===== src/rtl/mgt_seq_pkg.sv =====
// Shared encodings for the MGT reset sequencer: top/channel FSM states,
// status field width and the counter-width helper.
package mgt_seq_pkg;

  localparam int STATE_W = 3;

  typedef enum logic [STATE_W-1:0] {
    TOP_PLL_RST  = 3'd0,
    TOP_PLL_WAIT = 3'd1,
    TOP_MGT_RST  = 3'd2,
    TOP_MGT_WAIT = 3'd3,
    TOP_SETTLE   = 3'd4,
    TOP_READY    = 3'd5,
    TOP_FAILED   = 3'd6
  } top_state_t;

  typedef enum logic [1:0] {
    CH_RST  = 2'd0,
    CH_WAIT = 2'd1,
    CH_UP   = 2'd2
  } ch_state_t;

  // Width needed to hold the largest of four cycle counts.
  function automatic int cnt_w(input int a, input int b, input int c, input int d);
    int m;
    m = a;
    if (b > m) m = b;
    if (c > m) m = c;
    if (d > m) m = d;
    return $clog2(m + 1);
  endfunction

endpackage


===== src/rtl/mgt_reset_sequencer_if.sv =====
// Status/control bundle between the ipbus register block (master) and the
// reset sequencer (slave).
interface mgt_reset_sequencer_if
  import mgt_seq_pkg::*;
#(
  parameter int NUM_MGTS = 4
);
  logic                pll_lock_i;
  logic [NUM_MGTS-1:0] mgt_startup_done_i;
  logic                ext_pll_reset_i;
  logic [NUM_MGTS-1:0] ext_mgt_reset_i;
  logic                force_not_ready;
  logic                pll_reset_o;
  logic [NUM_MGTS-1:0] mgt_reset_o;
  logic [NUM_MGTS-1:0] ready_o;
  logic                all_ready_o;
  logic [7:0]          retry_cnt_o;
  logic                failed_o;
  logic [STATE_W-1:0]  state_o;

  modport master (
    output pll_lock_i, mgt_startup_done_i, ext_pll_reset_i, ext_mgt_reset_i, force_not_ready,
    input  pll_reset_o, mgt_reset_o, ready_o, all_ready_o, retry_cnt_o, failed_o, state_o
  );

  modport slave (
    input  pll_lock_i, mgt_startup_done_i, ext_pll_reset_i, ext_mgt_reset_i, force_not_ready,
    output pll_reset_o, mgt_reset_o, ready_o, all_ready_o, retry_cnt_o, failed_o, state_o
  );
endinterface


===== src/rtl/mgt_channel_fsm.sv =====
// Per-channel re-reset FSM: parks in CH_UP while disabled, otherwise pulses
// its own MGT reset on request or after a startup-done timeout.
module mgt_channel_fsm
  import mgt_seq_pkg::*;
#(
  parameter int MGT_RESET_CYCLES = 16,
  parameter int TIMEOUT_CYCLES   = 4096
) (
  input  logic clk,
  input  logic rst,
  input  logic enable,
  input  logic ext_reset,
  input  logic startup_done,
  output logic mgt_reset,
  output logic up
);
  localparam int CW = cnt_w(MGT_RESET_CYCLES, TIMEOUT_CYCLES, 1, 1);

  ch_state_t     state, nxt;
  logic [CW-1:0] cnt;
  logic          clr;

  always_comb begin
    nxt = state;
    clr = 1'b0;
    if (ext_reset) begin
      nxt = CH_RST;
      clr = 1'b1;
    end else begin
      case (state)
        CH_RST:  if (cnt == CW'(MGT_RESET_CYCLES - 1)) nxt = CH_WAIT;
        CH_WAIT: begin
          if (startup_done) nxt = CH_UP;
          else if (cnt == CW'(TIMEOUT_CYCLES - 1)) nxt = CH_RST;
        end
        default: nxt = state;
      endcase
    end
  end

  always_ff @(posedge clk) begin
    if (rst || !enable) begin
      state     <= CH_UP;
      cnt       <= '0;
      mgt_reset <= 1'b0;
      up        <= 1'b1;
    end else begin
      state     <= nxt;
      cnt       <= (clr || nxt != state) ? '0 : cnt + 1'b1;
      mgt_reset <= nxt == CH_RST;
      up        <= nxt == CH_UP;
    end
  end

endmodule


===== src/rtl/mgt_reset_sequencer.sv =====
// Shared-QPLL reset sequencer for NUM_MGTS links: PLL reset, MGT reset,
// settle, ready, with bounded retry, sticky failure and per-channel re-reset.
module mgt_reset_sequencer
  import mgt_seq_pkg::*;
#(
  parameter int NUM_MGTS         = 4,
  parameter int PLL_RESET_CYCLES = 16,
  parameter int MGT_RESET_CYCLES = 16,
  parameter int TIMEOUT_CYCLES   = 4096,
  parameter int SETTLE_CYCLES    = 256,
  parameter int ALLOW_RETRY      = 1,
  parameter int MAX_RETRIES      = 7
) (
  input  logic                  clock_40,
  input  logic                  reset_i,
  mgt_reset_sequencer_if.slave  bus
);
  localparam int CW = cnt_w(PLL_RESET_CYCLES, MGT_RESET_CYCLES, TIMEOUT_CYCLES, SETTLE_CYCLES);

  top_state_t          state, nxt;
  logic [CW-1:0]       cnt;
  logic [7:0]          retry_cnt;
  logic                pll_rst_q, all_rst_q, failed_q;
  logic                clr, retry, all_done, in_ready;
  logic [NUM_MGTS-1:0] ch_rst, ch_up, ch_ext;

  assign all_done = &bus.mgt_startup_done_i;
  assign in_ready = state == TOP_READY;

  always_comb begin
    nxt   = state;
    clr   = 1'b0;
    retry = 1'b0;
    if (bus.ext_pll_reset_i) begin
      nxt = TOP_PLL_RST;
      clr = 1'b1;
    end else begin
      case (state)
        TOP_PLL_RST:  if (cnt == CW'(PLL_RESET_CYCLES - 1)) nxt = TOP_PLL_WAIT;
        TOP_PLL_WAIT: begin
          if (bus.pll_lock_i) nxt = TOP_MGT_RST;
          else if (cnt == CW'(TIMEOUT_CYCLES - 1)) retry = 1'b1;
        end
        TOP_MGT_RST:  if (cnt == CW'(MGT_RESET_CYCLES - 1)) nxt = TOP_MGT_WAIT;
        TOP_MGT_WAIT: begin
          if (all_done) nxt = TOP_SETTLE;
          else if (cnt == CW'(TIMEOUT_CYCLES - 1)) retry = 1'b1;
        end
        TOP_SETTLE: begin
          if (!all_done) nxt = TOP_MGT_WAIT;
          else if (cnt == CW'(SETTLE_CYCLES - 1)) nxt = TOP_READY;
        end
        // Lock loss restarts without consuming a retry.
        TOP_READY:  if (!bus.pll_lock_i) nxt = TOP_PLL_RST;
        TOP_FAILED: nxt = TOP_FAILED;
        default:    nxt = TOP_PLL_RST;
      endcase
      if (retry)
        nxt = (ALLOW_RETRY != 0 && retry_cnt < 8'(MAX_RETRIES)) ? TOP_PLL_RST : TOP_FAILED;
    end
  end

  always_ff @(posedge clock_40) begin
    if (reset_i) begin
      state     <= TOP_PLL_RST;
      cnt       <= '0;
      retry_cnt <= '0;
      pll_rst_q <= 1'b1;
      all_rst_q <= 1'b1;
      failed_q  <= 1'b0;
    end else begin
      state <= nxt;
      cnt   <= (clr || nxt != state) ? '0 : cnt + 1'b1;
      if (bus.ext_pll_reset_i)
        retry_cnt <= '0;
      else if (retry && nxt == TOP_PLL_RST && retry_cnt != 8'hff)
        retry_cnt <= retry_cnt + 8'd1;
      pll_rst_q <= nxt == TOP_PLL_RST;
      all_rst_q <= nxt != TOP_READY;
      failed_q  <= nxt == TOP_FAILED;
    end
  end

  // Full restart and lock loss outrank a channel re-reset on the same cycle.
  assign ch_ext = bus.ext_mgt_reset_i & {NUM_MGTS{~bus.ext_pll_reset_i & bus.pll_lock_i}};

  for (genvar k = 0; k < NUM_MGTS; k++) begin : g_ch
    mgt_channel_fsm #(
      .MGT_RESET_CYCLES (MGT_RESET_CYCLES),
      .TIMEOUT_CYCLES   (TIMEOUT_CYCLES)
    ) u_ch (
      .clk          (clock_40),
      .rst          (reset_i),
      .enable       (in_ready),
      .ext_reset    (ch_ext[k]),
      .startup_done (bus.mgt_startup_done_i[k]),
      .mgt_reset    (ch_rst[k]),
      .up           (ch_up[k])
    );
  end

  assign bus.pll_reset_o = pll_rst_q;
  assign bus.mgt_reset_o = {NUM_MGTS{all_rst_q}} | ch_rst;
  assign bus.ready_o     = ch_up & bus.mgt_startup_done_i &
                           {NUM_MGTS{in_ready & bus.pll_lock_i & ~bus.force_not_ready}};
  assign bus.all_ready_o = &bus.ready_o;
  assign bus.retry_cnt_o = retry_cnt;
  assign bus.failed_o    = failed_q;
  assign bus.state_o     = state;

endmodule


===== src/flat_wrapper.sv =====
// flat-port wrapper written by rule: the top's interface ports become plain ports
module mgt_reset_sequencer_flat import mgt_seq_pkg::*;
#(
  parameter int NUM_MGTS         = 4,
  parameter int PLL_RESET_CYCLES = 16,
  parameter int MGT_RESET_CYCLES = 16,
  parameter int TIMEOUT_CYCLES   = 4096,
  parameter int SETTLE_CYCLES    = 256,
  parameter int ALLOW_RETRY      = 1,
  parameter int MAX_RETRIES      = 7
)
  (clock_40, reset_i, bus_pll_lock_i, bus_mgt_startup_done_i, bus_ext_pll_reset_i, bus_ext_mgt_reset_i, bus_force_not_ready, bus_pll_reset_o, bus_mgt_reset_o, bus_ready_o, bus_all_ready_o, bus_retry_cnt_o, bus_failed_o, bus_state_o);
  mgt_reset_sequencer_if #(.NUM_MGTS(NUM_MGTS)) bus_i ();
  input  logic clock_40;
  input  logic reset_i;
  input wire logic [$bits(bus_i.pll_lock_i)-1:0] bus_pll_lock_i;
  input wire logic [$bits(bus_i.mgt_startup_done_i)-1:0] bus_mgt_startup_done_i;
  input wire logic [$bits(bus_i.ext_pll_reset_i)-1:0] bus_ext_pll_reset_i;
  input wire logic [$bits(bus_i.ext_mgt_reset_i)-1:0] bus_ext_mgt_reset_i;
  input wire logic [$bits(bus_i.force_not_ready)-1:0] bus_force_not_ready;
  output wire logic [$bits(bus_i.pll_reset_o)-1:0] bus_pll_reset_o;
  output wire logic [$bits(bus_i.mgt_reset_o)-1:0] bus_mgt_reset_o;
  output wire logic [$bits(bus_i.ready_o)-1:0] bus_ready_o;
  output wire logic [$bits(bus_i.all_ready_o)-1:0] bus_all_ready_o;
  output wire logic [$bits(bus_i.retry_cnt_o)-1:0] bus_retry_cnt_o;
  output wire logic [$bits(bus_i.failed_o)-1:0] bus_failed_o;
  output wire logic [$bits(bus_i.state_o)-1:0] bus_state_o;
  assign bus_i.pll_lock_i = bus_pll_lock_i;
  assign bus_i.mgt_startup_done_i = bus_mgt_startup_done_i;
  assign bus_i.ext_pll_reset_i = bus_ext_pll_reset_i;
  assign bus_i.ext_mgt_reset_i = bus_ext_mgt_reset_i;
  assign bus_i.force_not_ready = bus_force_not_ready;
  assign bus_pll_reset_o = bus_i.pll_reset_o;
  assign bus_mgt_reset_o = bus_i.mgt_reset_o;
  assign bus_ready_o = bus_i.ready_o;
  assign bus_all_ready_o = bus_i.all_ready_o;
  assign bus_retry_cnt_o = bus_i.retry_cnt_o;
  assign bus_failed_o = bus_i.failed_o;
  assign bus_state_o = bus_i.state_o;
  mgt_reset_sequencer #(.NUM_MGTS(NUM_MGTS), .PLL_RESET_CYCLES(PLL_RESET_CYCLES), .MGT_RESET_CYCLES(MGT_RESET_CYCLES), .TIMEOUT_CYCLES(TIMEOUT_CYCLES), .SETTLE_CYCLES(SETTLE_CYCLES), .ALLOW_RETRY(ALLOW_RETRY), .MAX_RETRIES(MAX_RETRIES)) u_core (.clock_40(clock_40), .reset_i(reset_i), .bus(bus_i));
endmodule

===== config.mk =====
export PLATFORM = sky130hd
export DESIGN_NAME = mgt_reset_sequencer_flat
export DESIGN_NICKNAME = d
export VERILOG_FILES = /design/src/rtl/mgt_seq_pkg.sv /design/src/rtl/mgt_reset_sequencer_if.sv /design/src/rtl/mgt_channel_fsm.sv /design/src/rtl/mgt_reset_sequencer.sv /design/src/flat_wrapper.sv
export SDC_FILE = /design/constraint.sdc
export NUM_CORES = 1
export LEC_CHECK = 0
export CAP_MARGIN = 20
export CORE_ASPECT_RATIO = 1.75
export CORE_UTILIZATION = 60
export CTS_BUF_LIST = sky130_fd_sc_hd__clkbuf_8
export DETAILED_ROUTE_END_ITERATION = 8
export PLACE_DENSITY = 0.88
export SLEW_MARGIN = 30
export SYNTH_ARGS = -nofsm -noshare
export SYNTH_HDL_FRONTEND = slang
export SYNTH_HIERARCHICAL = 1
export SYNTH_SLANG_ARGS = --single-unit

===== constraint.sdc =====
create_clock -name clock_40 -period 6.55 [get_ports clock_40]
set_input_delay 1.31 -clock clock_40 [delete_from_list [all_inputs] [get_ports clock_40]]
set_output_delay 1.31 -clock clock_40 [all_outputs]
set_load 0.02 [all_outputs]

Yosys cells after proc, flatten, opt, wreduce, memory -nomap -nowiden. Index checks and enable logic that the tools add are counted.

Word-level logic and storage cells: 140. Bits of input ports: 13. Bits in registers: 95.

Reduce and logical (&&, ||, !) cells: 27. Equal/unequal tests: 33. Mux-type cells: 42. $lt $le $gt $ge: 1. Add/subtract/negate cells: 6. Bitwise gates (word level): 9.

Operators by type and width (count): 13-bit by 1-bit adder with 13-bit output, second input constant (5); 13-bit by 12-bit == test with 1-bit output, second input constant (5); 13-bit by 4-bit == test with 1-bit output, second input constant (5); 2-bit 2-to-1 mux (16); 3-bit 2-to-1 mux (10); 3-bit one-hot mux with 7 select lines (1); 2-bit zero test (8); 2-bit one-hot mux with 2 select lines (4); 13-bit by 8-bit == test with 1-bit output, second input constant (1); 4-bit AND (3); 3-bit == test, second input constant (4); 2-bit OR reduction (6); 1-bit 2-to-1 mux (10); 8-bit by 1-bit adder with 8-bit output, second input constant (1); 2-bit by 1-bit == test with 1-bit output, second input constant (4); 2-bit == test, second input constant (4); 8-bit by 3-bit < comparator with 1-bit output, second input constant (1); 2-bit != test (4); 8-bit != test, second input constant (1); 4-bit AND reduction (2); 3-bit by 2-bit == test with 1-bit output, second input constant (2); 3-bit zero test (2); 1-bit logical OR (6); 4-bit bitwise OR (1); other kinds (8) (12).

Longest topological paths before layout.
Depth after elaboration: 10. Mapped depth: 8. Gate-level depth less buffers: 6.

Hierarchy. The synthesis kept the hierarchy.

By module, submodules not included: mgt_channel_fsm (cells each 83, area each 803.3 um^2, times used 4, sequential area each 340.3 um^2); mgt_reset_sequencer (cells each 181, area each 1569.0 um^2, times used 1, sequential area each 540.5 um^2).

Worst setup path before layout. No wires, ideal clock.

Kind: input to output. From: in bus_force_not_ready. To: out bus_all_ready_o. Required time: 5.240 ns. Arrival time: 2.113 ns. Setup slack: 3.127 ns. Stages on the path: 3. Cells stage by stage: and3b_1 -> and3_1 -> and3_1.

Word-level cells in the longest chain between the ends: 4.

Ends and longest elaborated chain: start: declaration (line flat_wrapper.sv:20) `input wire logic [$bits(bus_i.force_not_ready)-1:0] bus_force_not_ready;`; 1-bit inverter (line mgt_reset_sequencer.sv:105) `{NUM_MGTS{in_ready & bus.pll_lock_i & ~bus.force_not_ready}};`; 1-bit AND (line mgt_reset_sequencer.sv:105); 4-bit AND (line mgt_reset_sequencer.sv:104) `assign bus.ready_o = ch_up & bus.mgt_startup_done_i &`; named net bus_ready_o[1] (line flat_wrapper.sv:23) `output wire logic [$bits(bus_i.ready_o)-1:0] bus_ready_o;`; 4-bit AND reduction (line mgt_reset_sequencer.sv:106) `assign bus.all_ready_o = &bus.ready_o;`; end: declaration (line flat_wrapper.sv:24) `output wire logic [$bits(bus_i.all_ready_o)-1:0] bus_all_ready_o;`.

The timed path passes the listed nets, and every way through them passes these cells.

Worst setup path after layout.
From: in bus_pll_lock_i. To: out bus_all_ready_o.

Word-level cells in the longest chain between the ends: 4.

Ends and longest elaborated chain: start: declaration (line flat_wrapper.sv:16) `input wire logic [$bits(bus_i.pll_lock_i)-1:0] bus_pll_lock_i;`; 1-bit AND (2 in a row) (line mgt_reset_sequencer.sv:105); 4-bit AND (line mgt_reset_sequencer.sv:104); 4-bit AND reduction (line mgt_reset_sequencer.sv:106).

Every way passes these cells.

==> reports/qor.csv <==
metric,value,unit
status,"complete, no violations",
Static Leakage,1.782,nW
Non-Filler Instances,639,
Peak VDD IR,0.1731,mV
crit-path leading delay family,buffers and inverters,
Port Buffers,34,
actual slew at the worst max-slew pin,0.7653,ns
most common cell in the synthesized netlist,dfxtp_1,
Ports,35,
CP Max Fanout,6,
Max Freq,226.5,MHz
Max Slew Vio Count,0,
worst hold-check path type,reg2reg,
largest net degree at the start of global routing,18,
Critical Path AT,3.10,ns
Setup TNS,0,ns
min-delay src,u_core/g_ch[2].u_ch/cnt[0],
Synth top cells by count,"95 x dfxtp_1, 41 x xnor2_1, 40 x nor2_2, 36 x nand2_1, 28 x inv_1",
Power Density,190.4,mW/mm2
# diodes,0,
Synth area leaders,"dfxtp_1 40%, xnor2_1 7.5%, nor2_2 5.2%",
sequential share of the synthesized area,39.77,%
Post-CTS Hold Fix Bufs,0,
syn avg cell area,9.322,um2
hpwl dp,6934,um
# nets final,565,
Max Used Layer,met4,
dpl cells,623,
crit path capture type,primary output,
crit path time final,4.415,ns
slowest CP cell,clkdlybuf4s50_1,
crit start category,input port,
distinct cell type count after synthesis,52,
global-route wire length before repair,15970,um
DIE AREA,0.008345,mm2
GRT Overall Usage,23.50,%
relative slew slack,48.98,%
worst-path cell chain,"clkdlybuf4s50_1, and3b_1, and3_1, and3_1, clkdlybuf4s50_1",
maxcap violations,0,
Initial Utilization,62.76,%
FF-to-FF Start,u_core/cnt[0],
buffers plus inverters on the worst setup path,2,
TritonCTS clock tree,built,
Final Skew,0.009101,ns
Max clock buf depth,2,
DRT met1 WL,3606,um
final hold slack,0.4892,ns
CTS resizes,0,
Area Overhead vs Synth,11.98,%
Clock Tree Root,clkbuf_8,
layout cells sized above 1,18.15,%
clock-pin slew on the worst setup and hold paths,0.09,ns
"Power, Total",0.001020,W
DRT iter0 DRCs,225,
DRT Pass-1 Iters,5,
vias in the first global route,3701,
R2R Setup Slk,3.85,ns
initial antenna violation count,0,
DRT Wirelength,9258,um
htree depth,3,
final-report hold violation count,0,
"Clk Latency, worst-skew pair",0.37,ns
clock sinks,95,
biggest area consumer among synthesized cells,dfxtp_1,
DR WL met3,439,um
wire length on met2,5086,um
Rows,42,
routability congestion estimate from global placement,0.8128,
post-synthesis instance total,513,
Mapped Area,0.004782,mm2
DR vias/cell,5.861,
Die Ht,120.1,um
"Top FF cell, synth",dfxtp_1,
Yosys Warn Count,6,
Chip Width,69.49,um
Seq cells post-synth,95,
core region area,0.007620,mm2
fraction of the cycle the final worst path needs,67.40,%
WS Path Type,in2out,
Post-synth EDFFs,0,
RSZ-0062 raised after global routing,no,
Congestion Overflow GR,0,
via count,3745,
Residual DRC,0,
TritonCTS buffer count,9,
Routed Antenna Nets,0,
Yosys top cell area share,39.77,%
final setup violation count,0,
worst setup path start,bus_pll_lock_i,
"Async S/R FF share, synth",0,%
Post-CTS Setup Bufs,0,
CP required,5.24,ns
Slowest Stage Delay on Critical Path,0.59,ns
DR WL/cell,14.49,um
Syn Nets,532,
state kept, by name (all words and copies together) (netlist names):
register,cells
u_core/g_ch.u_ch/cnt,52
u_core/cnt,13
u_core/bus.retry_cnt_o,8
u_core/g_ch.u_ch/state,8
u_core/g_ch.u_ch/mgt_reset,4
u_core/g_ch.u_ch/up,4
u_core/bus.state_o,3
u_core/all_rst_q,1
u_core/bus.failed_o,1
u_core/bus.pll_reset_o,1
logic make-up (layout without fill, tap and decap cells):
kind of cell / Yosys count / in the layout / synth area share (%)
multiplexers: 13 / 13 / 2.826
buffers and inverters: 40 / 78 / 4.265
flip-flops: 95 / 95 / 39.77
AO/OA/AOI/OAI: 47 / 47 / 7.405
XOR/XNOR: 57 / 57 / 10.44
AND/OR/NAND/NOR: 255 / 255 / 33.73
adder cells (fa/ha/maj): 6 / 6 / 1.570
layer usage:
layer,GRT usage (%),vias to the layer above
li1,-,1864
met1,24.37,1796
met2,45.02,73
met3,5.122,12
met4,8.673,0
met5,0,-
power by group:
group	switching [W]	total, W	internal [W]	leakage [nW]
Combinational	0.0000109	0.0000205	0.00000962	0.911
Sequential	0.000000849	0.000578	0.000578	0.765
Clock	0.000205	0.000421	0.000215	0.105
worst paths after layout:
| check | endpoint | cells after the start |
|---|---|---|
| worst max register to register | u_core/cnt[0] | 6 |
| worst max-delay path | bus_all_ready_o | 5 |
| worst min-delay path | u_core/g_ch[2].u_ch/cnt[0] | 1 |
| worst min register to register | u_core/g_ch[2].u_ch/cnt[0] | 1 |
through the flow:
step	instance area, um2	utilization (%)	setup slack [ns]
after CTS	5355	70.28	2.156
after floorplan	4782	-	3.127
after global placement	5134	67.37	2.211
final	5355	70.28	2.136
after detailed placement	5134	67.37	2.154
after global routing	5355	70.28	2.066
final cells by class:
| cell class | instances | area, um2 |
|---|---|---|
| Fill cell | 590 | 2265 |
| Sequential cell | 95 | 1902 |
| Clock inverter | 7 | 97.59 |
| Tap cell | 88 | 110.1 |
| Clock buffer | 9 | 123.9 |
| Timing Repair Buffer | 34 | 340.3 |
| Multi-Input combinational cell | 378 | 2676 |
| Inverter | 28 | 105.1 |
cells in the final DEF (no fill, tap or decap), drive strengths merged, types with 10 or more instances in the layout:
cell            n
a21oi          12
nor3           25
mux2i          12
nand2          36
dfxtp          95
xor2           16
inv            28
and2           12
or2            10
clkdlybuf4s50  34
nand4          25
nand3          22
nor4           15
o21ai          12
nor2           62
and3           18
xnor2          41
Note: power is estimated with default switching activity, not from simulation.
